File: config.mk
export PLATFORM = sky130hd
export DESIGN_NAME = nibble_serial_adder_ctrl
export DESIGN_NICKNAME = d
export VERILOG_FILES = /design/src/rtl/nibble_serial_adder_ctrl_pkg.sv /design/src/rtl/nibble_serial_adder_ctrl_add4.sv /design/src/rtl/nibble_serial_adder_ctrl.sv
export SDC_FILE = /design/constraint.sdc
export NUM_CORES = 1
export LEC_CHECK = 0
export BUFFER_PORTS_ARGS = -buffer_cell sky130_fd_sc_hd__buf_2
export CORE_MARGIN = 5
export CORE_UTILIZATION = 50
export DETAILED_ROUTE_END_ITERATION = 10
export GPL_ROUTABILITY_DRIVEN = 0
export PLACE_DENSITY_LB_ADDON = 0.12
export SYNTH_ARGS = -nofsm -noshare
export SYNTH_HDL_FRONTEND = slang
export SYNTH_SLANG_ARGS = --single-unit
File: constraint.sdc
create_clock -name clk -period 3.02 [get_ports clk]
set_input_delay 0.302 -clock clk [delete_from_list [all_inputs] [get_ports clk]]
set_output_delay 0.302 -clock clk [all_outputs]
set_load 0.005 [all_outputs]
File: src/rtl/nibble_serial_adder_ctrl_pkg.sv
// Shared state encoding and slice width for the nibble-serial add/subtract unit.
package nibble_serial_adder_ctrl_pkg;

  localparam int unsigned NIBBLE = 4;

  typedef enum logic [1:0] {
    ST_IDLE = 2'd0,
    ST_RUN  = 2'd1,
    ST_DONE = 2'd2
  } state_t;

endpackage

File: src/rtl/nibble_serial_adder_ctrl_add4.sv
// Combinational 4-bit ripple-carry slice; c3 is the carry into the top bit for overflow detection.
module add4_cin
  import nibble_serial_adder_ctrl_pkg::*;
(
  input  logic [NIBBLE-1:0] x,
  input  logic [NIBBLE-1:0] y,
  input  logic              ci,
  output logic [NIBBLE-1:0] s,
  output logic              co,
  output logic              c3
);

  logic [NIBBLE:0] c;

  always_comb begin
    c    = '0;
    s    = '0;
    c[0] = ci;
    for (int unsigned i = 0; i < NIBBLE; i++) begin
      s[i]   = x[i] ^ y[i] ^ c[i];
      c[i+1] = (x[i] & y[i]) | (c[i] & (x[i] ^ y[i]));
    end
    co = c[NIBBLE];
    c3 = c[NIBBLE-1];
  end

endmodule

File: src/rtl/nibble_serial_adder_ctrl.sv
// WIDTH-bit add/subtract unit that time-shares one 4-bit slice, one nibble per clock, LSB first,
// with valid/ready handshakes on operands and result.
module nibble_serial_adder_ctrl
  import nibble_serial_adder_ctrl_pkg::*;
#(
  parameter int unsigned WIDTH = 16
) (
  input  logic             clk,
  input  logic             rst,
  input  logic             in_valid,
  output logic             in_ready,
  input  logic [WIDTH-1:0] a,
  input  logic [WIDTH-1:0] b,
  input  logic             cin,
  input  logic             op_sub,
  output logic             out_valid,
  input  logic             out_ready,
  output logic [WIDTH-1:0] sum,
  output logic             cout,
  output logic             ovf,
  output logic             busy
);

  localparam int unsigned NIB = WIDTH / NIBBLE;
  localparam int unsigned CW  = (NIB > 1) ? $clog2(NIB) : 1;

  if ((WIDTH % NIBBLE) != 0 || WIDTH < NIBBLE) begin : g_bad_width
    $fatal(1, "nibble_serial_adder_ctrl: WIDTH must be a multiple of 4 and >= 4");
  end

  state_t            state_q;
  logic [CW-1:0]     cnt_q;
  logic              carry_q;
  logic [WIDTH-1:0]  a_q;
  logic [WIDTH-1:0]  b_q;
  logic [WIDTH-1:0]  sum_q;
  logic              cout_q;
  logic              ovf_q;
  logic              out_valid_q;
  logic              in_ready_q;
  logic              busy_q;

  logic [NIBBLE-1:0] slice_s;
  logic              slice_co;
  logic              slice_c3;
  logic [WIDTH-1:0]  a_d;
  logic              last_nib;

  add4_cin u_slice (
    .x  (a_q[NIBBLE-1:0]),
    .y  (b_q[NIBBLE-1:0]),
    .ci (carry_q),
    .s  (slice_s),
    .co (slice_co),
    .c3 (slice_c3)
  );

  // The A shift register doubles as the result register: each slice sum enters the
  // nibble that A just vacated at the top, so after NIB shifts it holds the full result.
  if (NIB == 1) begin : g_a_one
    assign a_d = slice_s;
  end else begin : g_a_many
    assign a_d = {slice_s, a_q[WIDTH-1:NIBBLE]};
  end

  assign last_nib = (cnt_q == CW'(NIB - 1));

  always_ff @(posedge clk) begin
    if (rst) begin
      state_q     <= ST_IDLE;
      cnt_q       <= '0;
      carry_q     <= 1'b0;
      a_q         <= '0;
      b_q         <= '0;
      sum_q       <= '0;
      cout_q      <= 1'b0;
      ovf_q       <= 1'b0;
      out_valid_q <= 1'b0;
      in_ready_q  <= 1'b1;
      busy_q      <= 1'b0;
    end else begin
      case (state_q)
        ST_IDLE: begin
          if (in_valid && in_ready_q) begin
            a_q        <= a;
            b_q        <= op_sub ? ~b : b;
            carry_q    <= op_sub ? 1'b1 : cin;
            cnt_q      <= '0;
            state_q    <= ST_RUN;
            in_ready_q <= 1'b0;
            busy_q     <= 1'b1;
          end
        end
        ST_RUN: begin
          a_q     <= a_d;
          b_q     <= b_q >> NIBBLE;
          carry_q <= slice_co;
          if (last_nib) begin
            state_q     <= ST_DONE;
            sum_q       <= a_d;
            cout_q      <= slice_co;
            ovf_q       <= slice_c3 ^ slice_co;
            out_valid_q <= 1'b1;
          end else begin
            cnt_q <= cnt_q + CW'(1);
          end
        end
        ST_DONE: begin
          if (out_ready) begin
            state_q     <= ST_IDLE;
            out_valid_q <= 1'b0;
            in_ready_q  <= 1'b1;
            busy_q      <= 1'b0;
          end
        end
        default: begin
          state_q <= ST_IDLE;
        end
      endcase
    end
  end

  assign in_ready  = in_ready_q;
  assign out_valid = out_valid_q;
  assign sum       = sum_q;
  assign cout      = cout_q;
  assign ovf       = ovf_q;
  assign busy      = busy_q;

endmodule

; After elaboration in Yosys (flattened, before gate mapping)
; Cells that the tools add are included.
[op_classes]
addsub = 1
n_mul = 0
n_div = 0
order_cmp = 0
n_eq_ne = 7
shifts = 0
muxes = 23
n_bitwise = 22
reduce_logical = 11
[op_table]
columns = op, count
row1 = $pmux W16 S2, 2
row2 = $mux W16, 3
row3 = $not A16 Y16, 1
row4 = $reduce_and A3 Y1, 4
row5 = $mux W2, 5
row6 = $xor A1 B1 Y1, 9
row7 = $and A1 B1 Y1, 8
row8 = $ne A2 B2 Y1 const B, 4
row9 = $pmux W1 S2, 4
row10 = $mux W1, 7
row11 = $pmux W2 S3, 1
row12 = $reduce_bool A2 Y1, 3
row13 = $eq A2 B2 Y1 const B, 2
row14 = $or A1 B1 Y1, 4
row15 = $pmux W2 S2, 1
row16 = $reduce_and A2 Y1, 2
row17 = $add A2 B1 Y2 const B, 1
row18 = $eq A2 B1 Y1 const B, 1
row19 = $logic_not A2 Y1, 1
row20 = $logic_and A1 B1 Y1, 1
[word_totals]
register_bits = 58
latch_bits = 0
ramBits = 0
mem_bits_ro = 0
input_bits = 38
elab_cells = 75
n_memories = 0

; Logic depth before layout (Yosys ltp)
[depth]
ltp_word = 10
ltp_mapped = 10

; By module
; Synthesis repeated with hierarchy kept, for this count alone.
[hier_totals]
cells_unflattened = 270
hier_area_um2 = 2807.7
[modules_own_cells]
columns = module, instances, cells_per_inst, area_per_inst_um2
row1 = nibble_serial_adder_ctrl, 1, 258, 2697.6
row2 = add4_cin, 1, 12, 110.1

; Least setup slack after synthesis
; No wires, ideal clock.
[synth_timing]
path_type = reg-to-reg
startpoint = reg carry_q
endpoint = reg a_q[15]
setup_ns = 0.070
arrival_ns = 2.055
required_ns = 2.950
setup_slack_ns = 0.895
path_stages_with_launch = 10
synth_period_minus_slack_ns = 2.125
cell_sequence = dfxtp_1 -> inv_1 -> fa_1 -> inv_1 -> fa_1 -> fa_1 -> inv_1 -> fa_1 -> a2bb2oi_1 -> a21oi_1
[synth_between]
elab_chain_cells = 8
[synth_rtl]
columns = item, line
row1 = start: declaration, nibble_serial_adder_ctrl.sv:33  ; logic carry_q;
row2 = start signal: assignment, nibble_serial_adder_ctrl.sv:87  ; carry_q <= op_sub ? 1'b1 : cin;
row3 = start signal: assignment, nibble_serial_adder_ctrl.sv:97  ; carry_q <= slice_co;
row4 = $and A1 B1 Y1, nibble_serial_adder_ctrl_add4.sv:21  ; c[i+1] = (x[i] & y[i]) | (c[i] & (x[i] ^ y[i]));
row5 = $or A1 B1 Y1, nibble_serial_adder_ctrl_add4.sv:21
row6 = $and A1 B1 Y1, nibble_serial_adder_ctrl_add4.sv:21
row7 = $or A1 B1 Y1, nibble_serial_adder_ctrl_add4.sv:21
row8 = $and A1 B1 Y1, nibble_serial_adder_ctrl_add4.sv:21
row9 = $or A1 B1 Y1, nibble_serial_adder_ctrl_add4.sv:21
row10 = $xor A1 B1 Y1, nibble_serial_adder_ctrl_add4.sv:20  ; s[i] = x[i] ^ y[i] ^ c[i];
row11 = $pmux W16 S2, nibble_serial_adder_ctrl.sv:82  ; case (state_q)
row12 = end signal: assignment, nibble_serial_adder_ctrl.sv:73  ; a_q <= '0;
row13 = end signal: assignment, nibble_serial_adder_ctrl.sv:85  ; a_q <= a;
row14 = end signal: assignment, nibble_serial_adder_ctrl.sv:95  ; a_q <= a_d;
row15 = end: declaration, nibble_serial_adder_ctrl.sv:34  ; logic [WIDTH-1:0] a_q;
; No other way between the ends.
; A chain may end at the register's enable or synchronous reset.

; Worst setup path in the final report
; Ends and elaborated chain as after synthesis.

==> impl.org <==
** Global routing
- Vias in the first global route :: 2098
- Entering global routing, the biggest net connects 47 pins.
- Congestion Overflow GR :: 0
- Antenna violations before repair :: 0
- The first global-routing pass estimated 9.777 mm of wire.
- In the global route stage, overall resource usage came out at 19.29%.

** Floorplanning
- Placeable core area :: 5010 µm²
- During I/O placement, the number of pins put on the boundary was 59.
- Floorplan die area :: 6614 µm²
- Initial Utilization :: 50.77%
- The initialized floorplan defines 26 standard-cell rows.
- The die is 81.33 µm wide.
- In this run the vertical extent of the chip is 81.33 µm.

** STA
- Derived from the worst setup path, the maximum achievable clock frequency is 0.4417 GHz.
- After layout, the worst path uses 74.97% of the clock period.
- On the final layout, the worst clock skew is 0.005808 ns.
- Minimum setup slack in the final design :: 0.7558 ns
- Slew Limit Fails :: 0
- Summed negative setup slack over all endpoints :: 0 ns
- The worst pin sits at a relative slew slack of 39.80%.
- Clock period minus final worst setup slack :: 2.264 ns
- The number of hold-slack violations in the final timing report was 0.
- Setup repair after global routing left no endpoint under its margin.
- Total of endpoints with negative setup slack in the final report :: 0
- At the pin with the least slew margin, the transition time is 0.8996 ns.

** Logic synthesis
- Counting every net in the synthesized netlist gives 322.
- Share of synthesized flip-flops with an asynchronous set or reset :: 0%
- Post-synth design cell area :: 2544 µm²
- Cells after synthesis :: 279
- Average footprint of a synthesized cell :: 9.117 µm²
- Synth cell types :: 33
- Sorting the synthesized cells by area gives the leading types as sky130_fd_sc_hd__dfxtp_1, sky130_fd_sc_hd__nor3_1, sky130_fd_sc_hd__xor2_1, sky130_fd_sc_hd__a21oi_1, sky130_fd_sc_hd__a22o_1.
- The synthesized design devotes to its leading area cell type 45.65% of total area.
- Top cells by instance count after synthesis :: sky130_fd_sc_hd__dfxtp_1, sky130_fd_sc_hd__nor3_1, sky130_fd_sc_hd__a21oi_1, sky130_fd_sc_hd__nor2_1
- During synthesis, Yosys emitted a total of 0 warnings.
- Most frequently used cell type in the post-synthesis netlist :: sky130_fd_sc_hd__dfxtp_1
- The synthesized design contains 58 register bits.
- EDFF count, synth :: 0
- For this run, the register share of the synthesized area comes to 45.65%.
- The most used flip-flop cell after synthesis is sky130_fd_sc_hd__dfxtp_1.
- Largest area contributor in the synthesized netlist :: sky130_fd_sc_hd__dfxtp_1

** Worst setup path
- Crit Path Class :: register to register
- The worst setup path is launched from a register.
- Data on the critical path arrives at its endpoint at 2.52 ns.
- Required @ worst endpoint :: 3.28 ns
- Largest fanout of any net on the critical path :: 2
- The worst setup path is captured at a register.

** Layout
- Excluding fillers, the count of instances in the completed layout stands at 401.
- Summing all flip-flop and latch instances after layout gives 1161 µm².
- Proportion of layout cells with a drive suffix above 1 :: 24.17%
- # nets final :: 369
- After filler insertion, the fill cell instance count of the layout stands at 493.
- Multi-input gate area in the final layout :: 1220 µm²
- Antenna Cells :: 0
- The area growth from synthesis to layout is 19.04%.

** Detailed routing
- Antenna Nets Post-Route :: 0
- Routed wire per std cell :: 14.62 µm
- Vias per inst :: 5.426
- In the routed design, unresolved DRC markers number 0.
- Number of vias in the routed layout :: 2176
- Number of DRC violations after detailed-routing iteration 0 :: 119
- First-pass detailed-route iteration total :: 4
- Routed WL :: 5.863 mm

** Power and ir drop
- IR analysis of the VDD net gives a maximum drop of 0.3477 mV.
- Power per standard cell area :: 610.0 nW/µm²
- Power, Total :: 1.847 mW
- Pleak :: 1.256 nW

** Clock tree
- Counting along the longest clock path gives a buffer depth of 2.
- The H-tree was split into 3 levels.
- Total CTS buffers :: 9
- After clock tree synthesis, the clock-pin slew on the worst setup and hold paths is 0.06 ns.
- Total clock sinks :: 58
- Post-CTS setup buffer count :: 0
- Clock latency on the worst-skew pair, taken at its later pin, is 0.33 ns.
- Once the clock tree was built, the resizer swapped 0 gates to a different size.
- TritonCTS built the clock tree.
- Clock tree synthesis selected as its root buffer the cell sky130_fd_sc_hd__clkbuf_8.
- In this run, post-CTS hold repair placed 0 buffers.

** Status
- The flow ran to the end, and the final reports show no timing, DRC or antenna violations.

** Job
- Max-capacitance violation count :: 0

** Place
- Including well taps, the total number of placed cells is 385.
- Port Buf Inserts :: 58
- OpenSTA, run right after detailed placement, puts the worst setup slack at 0.7655 ns.
- Half-perimeter wire length after placement :: 3.928 mm

** Worst hold path
- Hold crit path type :: input pin to register
==> cell type report <==
cell class                      instances  area share (%)
Clock inverter                          2           1.157
Clock buffer                           14           5.372
Sequential cell                        58           38.35
Tap cell                               70           2.893
Inverter                                7          0.8678
Timing Repair Buffer                   64           11.07
Multi-Input combinational cell        186           40.29
==> kinds of logic (layout without fill, tap and decap cells) <==
group / Yosys count / after routing / share of synthesized area [%]
fa+ha+maj: 5 / 5 / 3.640
simple gates: 101 / 101 / 20.66
flops: 58 / 58 / 45.65
compound gates: 63 / 63 / 17.51
xor+xnor: 17 / 17 / 5.853
buf+inv: 35 / 87 / 6.689
==> routing by layer <==
layer / global-route usage (%) / share of wire (%) / up-vias / routed length [µm]
met5: 0 / 0 / - / 0
met4: 10.47 / 2.2 / 0 / 131
met3: 4.435 / 5.4 / 11 / 314
met2: 28.26 / 44 / 49 / 2581
met1: 26.12 / 48 / 1022 / 2835
li1: - / - / 1094 / -
==> worst max-delay path: stages, from the launching register on <==
cell,delay [ns]
sky130_fd_sc_hd__dfxtp_1,0.30
sky130_fd_sc_hd__inv_1,0.08
sky130_fd_sc_hd__fa_1,0.17
sky130_fd_sc_hd__inv_1,0.05
sky130_fd_sc_hd__fa_1,0.37
sky130_fd_sc_hd__fa_1,0.43
sky130_fd_sc_hd__inv_1,0.09
sky130_fd_sc_hd__fa_1,0.42
sky130_fd_sc_hd__a2bb2oi_1,0.16
sky130_fd_sc_hd__a21oi_1,0.12
==> cells in the final DEF (no fill, tap or decap), types with 4 or more instances in the layout <==
master and count:
sky130_fd_sc_hd__nor3_1 28, sky130_fd_sc_hd__dfxtp_1 58, sky130_fd_sc_hd__a22oi_1 12, sky130_fd_sc_hd__fa_1 4
sky130_fd_sc_hd__buf_4 6, sky130_fd_sc_hd__nor2_1 20, sky130_fd_sc_hd__nand2_1 6, sky130_fd_sc_hd__inv_1 7
sky130_fd_sc_hd__clkbuf_8 11, sky130_fd_sc_hd__xor2_1 16, sky130_fd_sc_hd__nor4_1 14, sky130_fd_sc_hd__nand3_1 19
sky130_fd_sc_hd__a21oi_1 25, sky130_fd_sc_hd__buf_2 58, sky130_fd_sc_hd__a22o_1 14
==> power breakdown <==
group	switching, mW	internal, mW	total, mW	leakage (nW)
Combinational	0.158	0.117	0.275	0.681
Clock	0.288	0.426	0.714	0.101
Sequential	0.0388	0.819	0.858	0.474
==> final timing paths <==
path | from | end | slack (ns) | cells past startpoint
max reg2reg | carry_q$_SDFFE_PP0P_ | a_q[15]$_SDFFE_PP0P_ | 0.76 | 9
min | a[12] | a_q[12]$_SDFFE_PP0P_ | 0.25 | 3
min reg2reg | b_q[14]$_SDFFE_PP0P_ | b_q[14]$_SDFFE_PP0P_ | 0.47 | 2
max | carry_q$_SDFFE_PP0P_ | a_q[15]$_SDFFE_PP0P_ | 0.76 | 9
==> sequential cells by signal, summed over array words and instances, names as in the netlist <==
name       count
a_q           16
b_q           16
busy           1
carry_q        1
cnt_q          2
cout           1
in_ready       1
out_valid      1
ovf            1
state_q        2
sum           16
==> per-stage QoR <==
stage | hold WS, ns | area [µm²] | utilization, %
floorplan | 0.4440 | 2544 | -
global placement | 0.4526 | 2830 | 56.49
detailed placement | 0.4494 | 2830 | 56.49
CTS | 0.2403 | 3028 | 60.44
global route | 0.2668 | 3028 | 60.44
finish | 0.2528 | 3028 | 60.44
(Power assumes the default switching activity.)
